### src/rtl/button_event_decoder.sv
// button_event_decoder: turns the debounced button level into SHORT/DOUBLE/LONG events.
// Define BTN_AUTO_REPEAT_EN to emit REPEAT events periodically while a long press is held.
module button_event_decoder #(
    parameter int SYS_FREQ  = 1000,
    parameter int TIME_BASE = 1000,
    parameter int LONG_MS   = 20,
    parameter int DCLICK_MS = 8,
    parameter int REPEAT_MS = 5
) (
    input  logic       clk,
    input  logic       rst,
    input  logic       deb,
    input  logic       evt_ack,
    output logic       evt_valid,
    output logic [2:0] evt_code,
    output logic       evt_ovf,
    output logic       held
);
    localparam int DIV  = SYS_FREQ / TIME_BASE;
    localparam int PW   = DIV > 1 ? $clog2(DIV) : 1;
    localparam int M1   = LONG_MS > DCLICK_MS ? LONG_MS : DCLICK_MS;
    localparam int MAXT = M1 > REPEAT_MS ? M1 : REPEAT_MS;
    localparam int TW   = $clog2(MAXT + 1);
    localparam logic [2:0] C_SHORT = 3'd1, C_DOUBLE = 3'd2, C_LONG = 3'd3, C_REPEAT = 3'd4;

    typedef enum logic [2:0] {IDLE, PRESS1, WAIT2, PRESS2, LONG_HELD} state_t;

    state_t          state, nxt;
    logic            deb_d, rise, fall, unit_tick, long_hit, dclk_hit, emit, rpt, restart;
    logic            accept, load, drop;
    logic [2:0]      code;
    logic [PW-1:0]   pre;
    logic [TW-1:0]   timer;

    assign rise      = deb & ~deb_d;
    assign fall      = ~deb & deb_d;
    assign unit_tick = pre == PW'(DIV - 1);
    assign long_hit  = unit_tick && timer == TW'(LONG_MS - 1);
    assign dclk_hit  = unit_tick && timer == TW'(DCLICK_MS - 1);
    assign restart   = (nxt != state) | rpt;

    always_ff @(posedge clk or negedge rst) begin
        if (!rst) state <= IDLE;
        else      state <= nxt;
    end

    // Edges take priority over a threshold reached in the same cycle, so a release is never lost.
    always_comb begin
        nxt = state;
        case (state)
            IDLE:      nxt = rise ? PRESS1 : IDLE;
            PRESS1:    nxt = fall ? WAIT2 : long_hit ? LONG_HELD : PRESS1;
            WAIT2:     nxt = rise ? PRESS2 : dclk_hit ? IDLE : WAIT2;
            PRESS2:    nxt = fall ? IDLE : PRESS2;
            LONG_HELD: nxt = fall ? IDLE : LONG_HELD;
            default:   nxt = IDLE;
        endcase
    end

`ifdef BTN_AUTO_REPEAT_EN
    logic rpt_hit;
    assign rpt_hit = unit_tick && timer == TW'(REPEAT_MS - 1);
`endif

    always_comb begin
        emit = 1'b0;
        code = 3'd0;
        rpt  = 1'b0;
        held = state == LONG_HELD;
        case (state)
            PRESS1: if (!fall && long_hit) begin
                emit = 1'b1;
                code = C_LONG;
            end
            WAIT2: if (!rise && dclk_hit) begin
                emit = 1'b1;
                code = C_SHORT;
            end
            PRESS2: if (fall) begin
                emit = 1'b1;
                code = C_DOUBLE;
            end
`ifdef BTN_AUTO_REPEAT_EN
            LONG_HELD: if (!fall && rpt_hit) begin
                emit = 1'b1;
                code = C_REPEAT;
                rpt  = 1'b1;
            end
`endif
            default: ;
        endcase
    end

    // deb_d resets high so a button held through reset needs a fresh press.
    always_ff @(posedge clk or negedge rst) begin
        if (!rst) begin
            deb_d <= 1'b1;
            pre   <= '0;
            timer <= '0;
        end else begin
            deb_d <= deb;
            pre   <= (restart || unit_tick) ? '0 : pre + 1'b1;
            timer <= restart ? '0 : (unit_tick && timer != '1) ? timer + 1'b1 : timer;
        end
    end

    assign accept = evt_valid & evt_ack;
    assign load   = emit & (~evt_valid | evt_ack);
    assign drop   = emit & evt_valid & ~evt_ack;

    always_ff @(posedge clk or negedge rst) begin
        if (!rst) begin
            evt_valid <= 1'b0;
            evt_code  <= 3'd0;
            evt_ovf   <= 1'b0;
        end else begin
            evt_valid <= load | (evt_valid & ~evt_ack);
            if (load) evt_code <= code;
            evt_ovf   <= drop | (evt_ovf & ~accept);
        end
    end
endmodule

### config.mk
export PLATFORM = sky130hd
export DESIGN_NAME = button_event_decoder
export DESIGN_NICKNAME = d
export VERILOG_FILES = /design/src/rtl/button_event_decoder.sv
export SDC_FILE = /design/constraint.sdc
export NUM_CORES = 1
export LEC_CHECK = 0
export ABC_CLOCK_PERIOD_IN_PS = 4800
export CAP_MARGIN = 20
export CORE_MARGIN = 5
export CORE_UTILIZATION = 40
export DETAILED_ROUTE_END_ITERATION = 10
export GPL_TIMING_DRIVEN = 1
export PLACE_DENSITY_LB_ADDON = 0.12
export SYNTH_ARGS = -nofsm -noshare
export SYNTH_HDL_FRONTEND = slang
export SYNTH_SLANG_ARGS = --single-unit
export TNS_END_PERCENT = 100
### constraint.sdc
create_clock -name clk -period 4.8 [get_ports clk]
set_input_delay 1.2 -clock clk [delete_from_list [all_inputs] [get_ports clk]]
set_output_delay 1.2 -clock clk [all_outputs]
set_load 0.05 [all_outputs]
==> results of run 1 <==
## worst min-delay path, delay by kind of cell (launching register included)
| family | cells | cell delay, ps |
|---|---|---|
| AO/OA/AOI/OAI | 2 | 140 |
| flip-flops | 1 | 350 |
## synthesized netlist by cell type
library cell and count:
a2111oi_0 1, a21oi_1 5, a221o_1 1, a31oi_1 1
a31oi_4 1, and2b_2 3, and3_1 1, buf_4 1
buf_6 2, clkbuf_4 1, conb_1 1, dfrtp_1 13
dfstp_2 1, ha_1 2, inv_1 4, mux2_2 1
mux2i_1 2, nand2_1 4, nand3_1 3, nand3b_1 2
nand4_1 1, nor2_1 4, nor2b_1 2, nor3_1 8
nor4_2 1, nor4b_1 1, nor4b_2 1, o21ai_0 2
o21ai_1 2, o31ai_1 1, o41ai_1 1, or2b_1 1
or2b_2 1, or3b_4 1, xnor2_1 1, xor2_1 2
## path summary, 6_finish.rpt
path	depth (start not counted)	slack (ps)	to
worst max-delay path	3	1720	held
worst min-delay path	2	520	evt_code[1]
worst max register to register	7	2880	timer[3]
worst min register to register	2	520	evt_code[1]
max in group asynchronous	1	3050	evt_code[0]
min in group asynchronous	1	1320	pre
## metal layers
metal	vias up	wire length, µm
met3	2	42
met4	0	12
li1	302	-
met1	287	788
met2	5	689
met5	-	0
## flip-flops by register name, summed over array words and instances (netlist names)
| signal | cells |
|---|---|
| pre | 1 |
| evt_ovf | 1 |
| evt_valid | 1 |
| deb_d | 1 |
| evt_code | 2 |
| state | 3 |
| timer | 5 |
## per-stage QoR
stage	hold slack (ps)	instance area (µm²)	std cells	util, %
6_report	520	920	116	47.4
2_1_floorplan	481	817	81	-
3_5_place_dp	513	893	112	46.0
4_1_cts	527	920	116	47.4
5_1_grt	575	920	116	47.4
3_3_place_gp	499	893	112	46.0
## layout make-up
type	instances	share of cell area (%)
Timing Repair Buffer	8	8.71
Sequential cell	14	38.2
Inverter	4	1.63
Tap cell	27	3.67
Clock buffer	4	2.86
Multi-Input combinational cell	59	44.9
## power groups by stage
stage	clock network (µW)	logic, µW	registers [µW]
floorplan	0	73.6	180
global placement	0	106	172
detailed placement	0	107	173
CTS	74.1	107	170
global route	79.2	117	176
finish	69.2	106	170
## kinds of logic (layout without fill, tap and decap cells)
kind of cell,after synthesis,count (layout),synth area share [%]
compound gates,15,15,13.2
fa+ha+maj,2,2,3.08
simple gates,34,34,26.5
other cells,1,2,0.461
mux,3,3,3.85
flops,14,14,43.2
buf+inv,8,16,6.46
xor+xnor,3,3,3.23
==> run_results.csv, run 1 <==
group,metric,value,unit
global_route,gr-usage-met1,17.7,%
sta,setup_slack,1720,ps
finish,drive_gt1_share,14.6,%
sta,clock.fmax,0.325,GHz
global_route,grtUsageTotal,12.6,%
pwr,seq_power_share,49.4,%
finish,area_delta_synth_final,13.1,%
logic_synthesis,ys_types,36,
die,core_area,0.00194,mm²
route,drtIter0Drc,4,
sta,rsz0062_at_grt,"false",
placement,routabilityCongestion,0.798,
clock_tree,clkTransAtPathRegs,90,ps
setup_path,critPathLaunchType,"flop",
logic_synthesis,syn_inst,80,
worst_hold_path,hold_path_class,"reg -> reg",
sta,slew-limit-headroom,55.6,%
sta,tightest_slew,663,ps
clock_tree,root_buffer,"clkbuf_4",
setup_path,reg2reg_from,"timer[0]",
logic_synthesis,synth_area_leaders,"dfrtp_1 (40%), nor3_1 (4.9%), dfstp_2 (3.2%)",
finish,ff_latch_area,352,µm²
pwr,p_sw_share,37.1,%
setup_path,cp_max_fo,7,
finish,final_common_cell,"dfrtp_1",
route,ant_nets,0,
pwr,p_leak,0.000380,µW
run_status,run_status,"complete, no violations",
pwr,power.switching,128,µW
setup_path,cp_top_family,"buffers and inverters",
clock_tree,clkSinkCount,14,
clock_tree,cts_resized,0,
global_route,met2_usage,17.9,%
finish,final_cell_mix,"dfrtp_1 (13), nor3_1 (8), clkdlybuf4s50_1 (8)",
route,num_vias,596,
worst_hold_path,hold_start,"evt_code[1]",
setup_path,startpoint,"state[2]",
route,drt_wl_total,1530,µm
die,io_pins,10,
route,dr.pass1.iters,2,
pwr,clkPwrFrac,20.0,%
clock_tree,htreeDepth,1,
clock_tree,cts_buffer_depth,2,
logic_synthesis,synth_area,813,µm²
clock_tree,postCtsHoldBufs,0,
logic_synthesis,synth_top_area_share,40.0,%
sta,finalClockSkew,5.63,ps
logic_synthesis,syn_avg_cell_area,10.2,µm²
logic_synthesis,ys.warnings.count,0,
clock_tree,cts_tree,"done",
global_route,grt_max_degree,15,
route,wl_per_cell,13.2,µm
sta,setup_viol,0,
pwr,peakVddDrop,0.000190,V
global_route,overflow,0,
pwr,internal_power,217,µW
run,max-cap-violations,0,
pwr,power_density,375,mW/mm²
sta,min_period,3080,ps
setup_path,critPathKind,"reg -> out",
logic_synthesis,synth-seq-cells,14,
die,start_util,41.9,%
finish,fillCellCount,210,
global_route,top_usage_layer,"met2",
logic_synthesis,synth.yosys.seq_area_share,43.2,%
die,chipWidth,55.1,µm
sta,tns,0,ps
route,drcViolationCount,0,
clock_tree,cts_buffers,3,
logic_synthesis,synth_top_area_cell,"dfrtp_1",
setup_path,worstPathCellList,"inv_1 -> nor3_1 -> clkdlybuf4s50_1",
clock_tree,post-cts-setup-buffers,0,
finish,num_antenna_cells,0,
finish,nNetsFinal,96,
clock_tree,worstSkewPairLatency,280,ps
placement,post-dp-hpwl,1150,µm
placement,io_buffers,8,
setup_path,cp-end-kind,"primary output",
setup_path,cp.arrival,1880,ps
setup_path,critPathMaxStageDelay,830,ps
die,num_rows,16,
global_route,grt_pass1_wl,2690,µm
pwr,comb_power_share,30.6,%
sta,drv_slew,0,
sta,period_share,64.1,%
setup_path,critPathSlowestCell,"clkdlybuf4s50_1",
setup_path,required,3600,ps
global_route,antenna_found_initial,0,
pwr,totalPowerFinal,345,µW
route,via_per_inst,5.14,
global_route,met3_usage,2.41,%
sta,finalHoldViolations,0,
finish,multiInputGateArea,413,µm²
die,fp.dieH,55.1,µm
placement,dp_worst_setup_slack,2000,ps
global_route,grt_pass1_vias,584,
setup_path,critPathBufInv,2,
die,die-area,0.00303,mm²
(Power assumes the default switching activity.)
==> inputs of run 2 (changes only) <==
- ABC_CLOCK_PERIOD_IN_PS: 4800 -> 3100
- clock period: 4.8 -> 3.1 ns (I/O delays scaled with it)
==> run 2 against run 1 <==
  * Sequential share of layout area did not move
  * Combinational power increased by 55%
  * Largest cell class unchanged
  * Critical path depth stayed put
  * Count of clock-buffer cells in the layout stayed put
  * Global-route usage rose by 0.17 points
  * Clock skew up 1.7 ps
  * Register-to-register slack got worse by 1700 ps
==> run_results.csv, run 2 (synthesis results as in run 1) <==
group,metric,value,unit
sta,rsz0062_at_grt,"false",
die,core_area,0.00194,mm²
route,num_vias,602,
run_status,run_status,"complete, no violations",
clock_tree,root_buffer,"clkbuf_4",
finish,largest_register_ffs,5,
pwr,totalPowerFinal,536,µW
setup_path,ff2ff_path_depth,7,
clock_tree,cts_resized,0,
sta,finalHoldViolations,0,
clock_tree,clkTransAtPathRegs,80,ps
global_route,grt_max_degree,15,
finish,final_cell_mix,"dfrtp_1 (13), nor3_1 (8), clkdlybuf4s50_1 (8)",
finish,drive_gt1_share,14.6,%
setup_path,startpoint,"state[2]",
finish,layout.cells.non_filler,116,
finish,max_flop_register,"timer",
sta,clock.fmax,0.376,GHz
sta,tightest_slew,666,ps
route,drcViolationCount,0,
clock_tree,post-cts-setup-buffers,0,
clock_tree,clkSinkCount,14,
run,max-cap-violations,0,
die,chipWidth,55.1,µm
clock_tree,cts_buffer_depth,2,
die,fp.dieH,55.1,µm
sta,slew-limit-headroom,55.4,%
sta,min_period,2660,ps
finish,nNetsFinal,96,
pwr,power_density,583,mW/mm²
global_route,antenna_found_initial,0,
route,dr.pass1.iters,3,
setup_path,ff2ff_setup_slack,1180,ps
sta,setup_viol,0,
pwr,peakVddDrop,0.000315,V
route,ant_nets,0,
global_route,grt_pass1_vias,602,
die,io_pins,10,
clock_tree,postCtsHoldBufs,0,
die,num_rows,16,
die,start_util,41.9,%
finish,final_common_cell,"dfrtp_1",
finish,largestRegisters,"timer: 5 flops, state: 3 flops, evt_code: 2 flops",
clock_tree,htreeDepth,1,
setup_path,critPathLaunchType,"flop",
sta,drv_slew,0,
route,drt_wl_total,1560,µm
setup_path,reg2reg_from,"timer[0]",
setup_path,cp-end-kind,"primary output",
clock_tree,cts_buffers,3,
placement,routabilityCongestion,0.798,
route,drtIter0Drc,2,
global_route,overflow,0,
setup_path,crit_path_end,"held",
placement,io_buffers,8,
clock_tree,cts_tree,"done",
setup_path,cp_max_fo,7,
placement,placed_cell_area,893,µm²
worst_hold_path,hold_path_class,"reg -> reg",
global_route,grtUsageTotal,12.8,%
global_route,grt_pass1_wl,2730,µm
sta,finalClockSkew,7.28,ps
placement,placedCellCount,112,
setup_path,cp.arrival,1880,ps
clock_tree,worstSkewPairLatency,280,ps
sta,period_share,85.8,%
route,via_per_inst,5.19,
sta,tns,0,ps
pwr,p_leak,0.000380,µW
setup_path,critPathKind,"reg -> out",
setup_path,r2r_end,"timer[3]",
placement,post-dp-hpwl,1150,µm
finish,stdcell_area,920,µm²
setup_path,required,2320,ps
finish,num_antenna_cells,0,
die,die-area,0.00303,mm²
finish,area_delta_synth_final,13.1,%
route,wl_per_cell,13.5,µm
## run 2: cell counts in the layout (fill, tap and decap cells not counted)
No cell type changed its count.
## run 2: layer usage
| metal | global-route usage (%) | vias up | routed length, µm |
|---|---|---|---|
| li1 | - | 300 | - |
| met1 | 17.5 | 291 | 801 |
| met2 | 18.5 | 9 | 680 |
| met3 | 5.63 | 2 | 68 |
| met4 | 2.83 | 0 | 12 |
| met5 | 0 | - | 0 |
## run 2: power by group
| group | internal, µW | switching [µW] |
|---|---|---|
| combinational | 69.1 | 95.0 |
| sequential | 217 | 47.4 |
| clock | 49.9 | 57.1 |
## run 2: worst min path at each step
stage                     start     endpoint  slack, ps  cells past startpoint
finish              evt_code[1]  evt_code[1]        520                      2
CTS                 evt_code[1]  evt_code[1]        530                      2
floorplan                   rst  evt_code[0]        480                      0
global route            evt_ovf      evt_ovf        570                      2
detailed placement  evt_code[1]  evt_code[1]        520                      2
global placement    evt_code[1]  evt_code[1]        500                      2
## run 2: area by class of cell
cell class | instances | area, µm²
multi-input combinational | 59 | 413
inverter | 4 | 15.0
sequential | 14 | 352
clock buffer | 4 | 26.3
timing repair buffer | 8 | 80.1
fill | 210 | 1020
tap | 27 | 33.8
## run 2: through the flow
step / utilization (%) / hold slack, ps / worst slack (ps)
2_1_floorplan: - / 479 / 708
3_3_place_gp: 46.0 / 499 / 733
3_5_place_dp: 46.0 / 515 / 716
4_1_cts: 47.4 / 530 / 423
5_1_grt: 47.4 / 574 / 347
6_report: 47.4 / 521 / 442
## run 2: worst max-delay path, stage by stage (launching register included)
cell and delay, ps:
dfrtp_1 450, inv_1 160, nor3_1 160, clkdlybuf4s50_1 830
